[src/rtl/rr_arbiter.sv]
// Four-way round-robin arbiter with a bounded grant hold time.
// A grant is released when its owner strobes done or drops req. It is also released
// when the grant has been held for MAX_HOLD cycles. Every release is followed by one
// idle GAP cycle. A forced release is flagged by a one-cycle timeout pulse.
module rr_arbiter #(
    parameter int unsigned MAX_HOLD = 16
) (
    input  logic       clk,
    input  logic       rst,
    input  logic [3:0] req,
    input  logic [3:0] done,
    output logic [3:0] gnt,
    output logic       gnt_valid,
    output logic [1:0] gnt_id,
    output logic       timeout
);

    // Counter only has to reach MAX_HOLD-1, the value at which release is forced.
    localparam int unsigned CntW = (MAX_HOLD > 2) ? $clog2(MAX_HOLD) : 1;
    localparam logic [CntW-1:0] HoldLast = CntW'(MAX_HOLD - 1);

    typedef enum logic [1:0] {
        StIdle,
        StGrant,
        StGap
    } state_e;

    state_e          state_q, state_d;
    logic [1:0]      ptr_q, ptr_d;
    logic [CntW-1:0] cnt_q, cnt_d;
    logic [3:0]      gnt_q, gnt_d;
    logic [1:0]      id_q, id_d;
    logic            valid_q, valid_d;
    logic            timeout_q, timeout_d;

    logic            pick_found;
    logic [1:0]      pick_id;
    logic            normal_rel;
    logic            hold_end;

    // Round-robin pick: first requester at or after ptr, wrapping modulo 4.
    always_comb begin
        pick_found = 1'b0;
        pick_id    = ptr_q;
        for (int k = 0; k < 4; k++) begin
            if (!pick_found && req[ptr_q + 2'(k)]) begin
                pick_found = 1'b1;
                pick_id    = ptr_q + 2'(k);
            end
        end
    end

    // Only the current owner's done/req lines can end a grant; others are ignored.
    assign normal_rel = done[id_q] | ~req[id_q];
    assign hold_end   = (cnt_q == HoldLast);

    // State register and registered outputs; reset overrides everything.
    always_ff @(posedge clk) begin
        if (rst) begin
            state_q   <= StIdle;
            ptr_q     <= 2'd0;
            cnt_q     <= '0;
            gnt_q     <= 4'd0;
            id_q      <= 2'd0;
            valid_q   <= 1'b0;
            timeout_q <= 1'b0;
        end else begin
            state_q   <= state_d;
            ptr_q     <= ptr_d;
            cnt_q     <= cnt_d;
            gnt_q     <= gnt_d;
            id_q      <= id_d;
            valid_q   <= valid_d;
            timeout_q <= timeout_d;
        end
    end

    // Next-state decision.
    always_comb begin
        state_d = state_q;
        unique case (state_q)
            StIdle:  if (|req) state_d = StGrant;
            StGrant: if (normal_rel || hold_end) state_d = StGap;
            StGap:   state_d = (|req) ? StGrant : StIdle;
            default: state_d = StIdle;
        endcase
    end

    // Next values of the registered outputs, the pointer and the hold counter.
    always_comb begin
        ptr_d     = ptr_q;
        cnt_d     = cnt_q;
        gnt_d     = gnt_q;
        id_d      = id_q;
        timeout_d = 1'b0;
        unique case (state_q)
            StIdle, StGap: begin
                if (|req) begin
                    gnt_d = 4'b0001 << pick_id;
                    id_d  = pick_id;
                end else begin
                    gnt_d = 4'd0;
                    id_d  = 2'd0;
                end
                cnt_d = '0;
            end
            StGrant: begin
                if (normal_rel || hold_end) begin
                    gnt_d     = 4'd0;
                    id_d      = 2'd0;
                    cnt_d     = '0;
                    ptr_d     = id_q + 2'd1;
                    // A normal release wins over a coincident hold expiry.
                    timeout_d = ~normal_rel;
                end else begin
                    cnt_d = cnt_q + CntW'(1);
                end
            end
            default: begin
                gnt_d = 4'd0;
                id_d  = 2'd0;
                cnt_d = '0;
            end
        endcase
        valid_d = |gnt_d;
    end

    assign gnt       = gnt_q;
    assign gnt_valid = valid_q;
    assign gnt_id    = id_q;
    assign timeout   = timeout_q;

endmodule

[config.mk]
export PLATFORM = sky130hd
export DESIGN_NAME = rr_arbiter
export DESIGN_NICKNAME = d
export VERILOG_FILES = /design/src/rtl/rr_arbiter.sv
export SDC_FILE = /design/constraint.sdc
export NUM_CORES = 1
export LEC_CHECK = 0
export BUFFER_PORTS_ARGS = -buffer_cell sky130_fd_sc_hd__buf_2
export CAP_MARGIN = 10
export CORE_MARGIN = 4
export CORE_UTILIZATION = 45
export CTS_CLUSTER_SIZE = 25
export DETAILED_ROUTE_END_ITERATION = 8
export MAX_ROUTING_LAYER = met4
export PLACE_DENSITY = 0.68
export SYNTH_ARGS = -nofsm -noshare
export SYNTH_HDL_FRONTEND = slang
export SYNTH_SLANG_ARGS = --single-unit
[constraint.sdc]
create_clock -name clk -period 1.8 [get_ports clk]
set_input_delay 0.27 -clock clk [delete_from_list [all_inputs] [get_ports clk]]
set_output_delay 0.27 -clock clk [all_outputs]
set_load 0.05 [all_outputs]
==> run metrics, run 1 <==
CP top delay family=simple AND/OR/NAND/NOR gates; Setup crit end kind=flip-flop; main area contributors after synthesis=dfxtp_1 (41%), nor2_1 (5.8%), a21oi_1 (5.2%), nand2b_1 (4.0%), nor2b_1 (4.0%); share of synthesized registers carrying an async set or reset=0; Min-Delay Path Class=in -> reg; TritonCTS clock tree=built; met1 WL=783 um; met2 WL=826 um; warnings from Yosys=0; CP Data Required Time=2.03 ns; PD cells=864 mW/mm^2; Worst Slack Setup Final=0.102 ns; Yosys cell types=31; Final Skew=0.00441 ns; Synth Cell Area=774 um^2; metal3 WL=86 um; gr ovfl total=0; PortBufs=17; DIE AREA=0.00245 mm^2; combinational power share=0.267; Core Rows=14; placed cell areas=963 um^2; vias in the first global route=707; status=complete, no violations; synthesis-to-finish area growth=29.2%; worst skew pair latency=0.28 ns; switching power=269 uW; RSZ-0062 raised after global routing=false; initial antenna violation count=0; layout cells sized above 1=0.333; CP peak stage delay=0.54 ns; Final Setup Violations=0; Clock Power Share=0.272; syn_area_per_cell=9.01 um^2; Die Wd=49.5 um; Die Ht=49.5 um; wire per inst=12.9 um; final hold viol count=0; critical-path maximum fanout=3; Synth area leader=dfxtp_1; CP Launch Type=flip-flop; ys flop type=dfxtp_1; DRT Wirelength=1710 um; Initial Util=0.497; clk buf depth=2; first-pass GRT wire length=2970 um; Worst Path Buf+Inv=0; EDFF count, synth=0; Net Sw Frac=0.311; top cells by count, synth=dfxtp_1 (16), nor2_1 (12), a21oi_1 (8), nand2b_1 (5), nor2b_1 (5); Syn Nets=97; CP arrival=1.93 ns; Tcrit/Tclk final=0.943; post-synthesis cell count=86; drt pass-1 iters=4; drt drc=0; H-tree Lvls=1; Clock Sink Count=16; CP max-delay cell=mux4_2; Layout Nets=129; post-synthesis register bit count=16; Flop pwr share=0.462; Lkg Pwr=0.443 nW; FMAX=589 MHz; Worst Max-Slew Pin Slew=0.422 ns; Setup CP Type=reg -> reg; top layer used by detailed routing=met4; register area share after synthesis=0.414; core region area=0.00156 mm^2; total CTS buffers=3; worst vdd ir=557 uV; Max-Cap Viols=0; Final Max Slew Viols=0; CP cell instances=mux4_2, nor4_1, a32o_1, or3_1; Max-slew headroom=0.716; GP Congestion=0.806; CTS Root Cell=clkbuf_4; GRT Total Usage=0.157; initial DRC count=17; count leader, synth=dfxtp_1; flop2flop setup slack=0.10 ns; Finished Cell Area=0.00100 mm^2; post-route ant nets=0; top cell type's share of synthesized area=0.414; Via Count=720; DR vias/cell=5.41; Antenna Cells=0; CTS clk-pin slew, worst paths=0.09 ns; post-CTS setup buffer count=0; Hold Buf Count CTS=0; Int Power=595 uW; DP Wirelength=1370 um; dpl ws=-0.120 ns; largest net degree at the start of global routing=12; min Tclk post-route=1.70 ns; io pins=18
==> final timing paths <==
| path | endpoint | cells after the start | start |
|---|---|---|---|
| max | gnt_valid | 4 | gnt_id[1] |
| min | ptr_q[1] | 2 | rst |
| max reg2reg | gnt_valid | 4 | gnt_id[1] |
| min reg2reg | cnt_q[0] | 1 | cnt_q[0] |
==> final cells by class <==
cell class                 count  area, um^2
clock buffer                   4        36.3
fill                         134         558
inverter                       3        11.3
multi-input combinational     66         439
sequential                    16         327
tap                           16        20.0
timing repair buffer          28         168
==> through the flow <==
step | total power [mW] | hold slack (ns) | setup TNS [ns] | util | std cells
6_report | 0.864 | 0.269 | 0 | 0.642 | 133
5_1_grt | 0.917 | 0.262 | 0 | 0.642 | 133
4_1_cts | 0.874 | 0.266 | 0 | 0.641 | 133
3_5_place_dp | 0.637 | 0.455 | -0.133 | 0.618 | 129
3_3_place_gp | 0.635 | 0.447 | -0.0871 | 0.618 | 129
2_1_floorplan | 0.558 | 0.418 | -0.0811 | - | 86
==> worst register-to-register path, delay by kind of cell (launching register included) <==
kind | cells | cell delay (ns)
AO/OA/AOI/OAI | 1 | 0.20
flip-flops | 1 | 0.36
AND/OR/NAND/NOR | 2 | 0.55
multiplexers | 1 | 0.54
==> cell families after synthesis <==
group,count (synthesis),synth area share
AO/OA/AOI/OAI,21,0.208
XOR/XNOR,3,0.0339
adder cells (fa/ha/maj),1,0.0162
buffers and inverters,4,0.0194
flip-flops,16,0.414
multiplexers,1,0.0291
AND/OR/NAND/NOR,40,0.279
==> metal layers <==
metal | track usage | vias up
met4 | 0.0415 | 0
met1 | 0.189 | 328
met5 | - | -
met3 | 0.0422 | 2
met2 | 0.261 | 15
li1 | - | 375
==> registers in the layout, indices dropped and copies added, names as in the netlist <==
signal / flops
state_q: 2
gnt_id: 2
gnt: 4
ptr_q: 2
gnt_valid: 1
cnt_q: 4
timeout: 1
==> power groups by stage <==
stage	logic [mW]	registers [mW]	clock network, mW
after detailed placement	0.230	0.407	0
after CTS	0.231	0.399	0.244
after global placement	0.228	0.408	0
final	0.231	0.399	0.235
after floorplan	0.0996	0.458	0
after global routing	0.250	0.404	0.263
==> timing repair <==
action | 4_1_cts | 5_1_grt
gates cloned | 0 | 0
pin swaps | 1 | 0
endpoints found under the setup margin | 1 | 1
gates resized for setup | 0 | 1
==> cells in the final DEF, fill, tap and decap left out, types with 2 or more instances in the layout <==
| master | Yosys | layout |
|---|---|---|
| a211oi_1 | 2 | 2 |
| a21o_1 | 2 | 2 |
| a21oi_1 | 8 | 8 |
| and2_1 | 2 | 2 |
| buf_2 | 0 | 17 |
| buf_4 | 0 | 11 |
| clkbuf_4 | 0 | 3 |
| dfxtp_1 | 16 | 13 |
| dfxtp_2 | 0 | 2 |
| inv_1 | 3 | 3 |
| nand2_1 | 3 | 3 |
| nand2b_1 | 5 | 5 |
| nor2_1 | 12 | 12 |
| nor2b_1 | 5 | 5 |
| nor3_1 | 3 | 3 |
| o21ai_0 | 2 | 2 |
| or3_1 | 4 | 4 |
| xnor2_1 | 2 | 2 |
Note: power is estimated with default switching activity, not from simulation.
==> inputs of run 2 (changes only) <==
MAX_ROUTING_LAYER = not set   (was met4)
==> run 2 against run 1 <==
Effect of this change:
- combinational power barely moved
- sequential share of layout area did not move
- largest cell class unchanged
- flip-flop and latch count did not move
- clock skew barely moved
- die area did not move
- cell area did not move
- wire length did not move
- utilization did not move
- register-to-register slack barely moved
==> run metrics, run 2 (same netlist as run 1, synthesis figures left out) <==
initial antenna violation count=0 (unchanged); placed cell areas=963 um^2 (unchanged); Setup CP Type=reg -> reg; Finished Cell Area=0.00100 mm^2 (unchanged); largest net degree at the start of global routing=12 (unchanged); Net Sw Frac=0.311 (about the same); post-route ant nets=0 (unchanged); CP top delay family=simple AND/OR/NAND/NOR gates; CTS clk-pin slew, worst paths=0.09 ns (about the same); DIE AREA=0.00245 mm^2 (unchanged); min Tclk post-route=1.70 ns (+0.00000300 ns); Flop pwr share=0.462 (about the same); Setup crit end kind=flip-flop; CP max-delay cell=mux4_2; core region area=0.00156 mm^2 (unchanged); CP Data Required Time=2.03 ns (about the same); clk buf depth=2 (unchanged); setup TNS=0 ns (unchanged); DP Cell Count=129 (unchanged); Via Count=720 (unchanged); Core Util, Final=0.642 (unchanged); Min-Delay Path Class=in -> reg; Final Skew=0.00441 ns (+0.00000308 ns); DRT Wirelength=1710 um (unchanged); vias in the first global route=707 (unchanged); area occupied by registers=327 um^2 (unchanged); Die Ht=49.5 um (unchanged); Int Power=595 uW (unchanged); wire per inst=12.9 um (unchanged); io pins=18 (unchanged); commonest cells after routing, fill and taps aside=buf_2 (17), dfxtp_1 (13), nor2_1 (12); CP cell instances=mux4_2, nor4_1, a32o_1, or3_1; PD cells=864 mW/mm^2 (about the same); Worst Path Buf+Inv=0 (unchanged); first-pass GRT wire length=2970 um (-0.20%); final std cells w/o fill=133 (unchanged); Max-slew headroom=0.716 (unchanged); Final Setup Violations=0 (unchanged); RSZ-0062 raised after global routing=false; drt drc=0 (unchanged); CP Launch Type=flip-flop; area occupied by multi-input gates=439 um^2 (unchanged); initial DRC count=17 (unchanged); Initial Util=0.497 (unchanged); total CTS buffers=3 (unchanged); Max-Cap Viols=0 (unchanged); final hold viol count=0 (unchanged); layout cells sized above 1=0.333 (unchanged); Overall Power=864 uW (about the same); Layout Nets=129 (unchanged); Core Rows=14 (unchanged); drt pass-1 iters=4 (unchanged); worst vdd ir=557 uV (unchanged); Clock Power Share=0.272 (about the same); Worst Max-Slew Pin Slew=0.422 ns (unchanged); critical-path maximum fanout=3 (unchanged); Tcrit/Tclk final=0.943 (about the same); Final Max Slew Viols=0 (unchanged); Die Wd=49.5 um (unchanged); commonest non-fill, non-tap cell in the layout=buf_2; fill count=134 (unchanged); TritonCTS clock tree=built; DP Wirelength=1370 um (unchanged); GRT Total Usage=0.153 (-0.00420); synthesis-to-finish area growth=29.2% (unchanged); CP arrival=1.93 ns (about the same); Clock Sink Count=16 (unchanged); Lkg Pwr=0.443 nW (unchanged); CTS Root Cell=clkbuf_4; switching power=269 uW (about the same); DR vias/cell=5.41 (unchanged); CP peak stage delay=0.54 ns (about the same); worst skew pair latency=0.28 ns (about the same); combinational power share=0.267 (about the same); GP Congestion=0.794 (-1.4%); FMAX=589 MHz (about the same); H-tree Lvls=1 (unchanged); status=complete, no violations; post-CTS setup buffer count=0 (unchanged); Hold Buf Count CTS=0 (unchanged); PortBufs=17 (unchanged); gr ovfl total=0 (unchanged); Antenna Cells=0 (unchanged)
==> run 2: final cells by class <==
cell class                      instances  share of cell area
Multi-Input combinational cell         66               0.439
Sequential cell                        16               0.326
Timing Repair Buffer                   28               0.168
Clock buffer                            4              0.0363
Tap cell                               16              0.0200
Inverter                                3              0.0113
==> run 2: layer usage <==
layer,vias to the layer above,track usage,share of wire
li1,375,-,-
met1,328,0.189,0.46
met2,15,0.261,0.48
met3,2,0.0422,0.050
met4,0,0.0415,0.0082
met5,-,0,0
==> run 2: worst paths after layout <==
check,cells past startpoint,to,startpoint,slack [ns]
worst min-delay path,2,ptr_q[1],rst,0.27
worst min register to register,1,cnt_q[0],cnt_q[0],0.46
worst max-delay path,4,gnt_valid,gnt_id[1],0.10
worst max register to register,4,gnt_valid,gnt_id[1],0.10
==> run 2: what timing repair did <==
action	in CTS	in global routing
setup endpoints to repair	1	1
pin swaps	1	0
resized for setup	0	1
==> run 2: stage by stage <==
stage,hold slack (ns),setup slack (ns)
after floorplan,0.418,-0.0811
after global placement,0.447,-0.0871
after detailed placement,0.455,-0.120
after CTS,0.266,0.0476
after global routing,0.262,0.0165
final,0.269,0.102
==> run 2: power by group through the flow <==
| stage | clock network [mW] | registers [mW] | logic [mW] |
|---|---|---|---|
| final | 0.235 | 0.399 | 0.231 |
| after global routing | 0.263 | 0.404 | 0.250 |
| after CTS | 0.244 | 0.399 | 0.231 |
| after detailed placement | 0 | 0.407 | 0.230 |
| after global placement | 0 | 0.408 | 0.228 |
| after floorplan | 0 | 0.458 | 0.0996 |
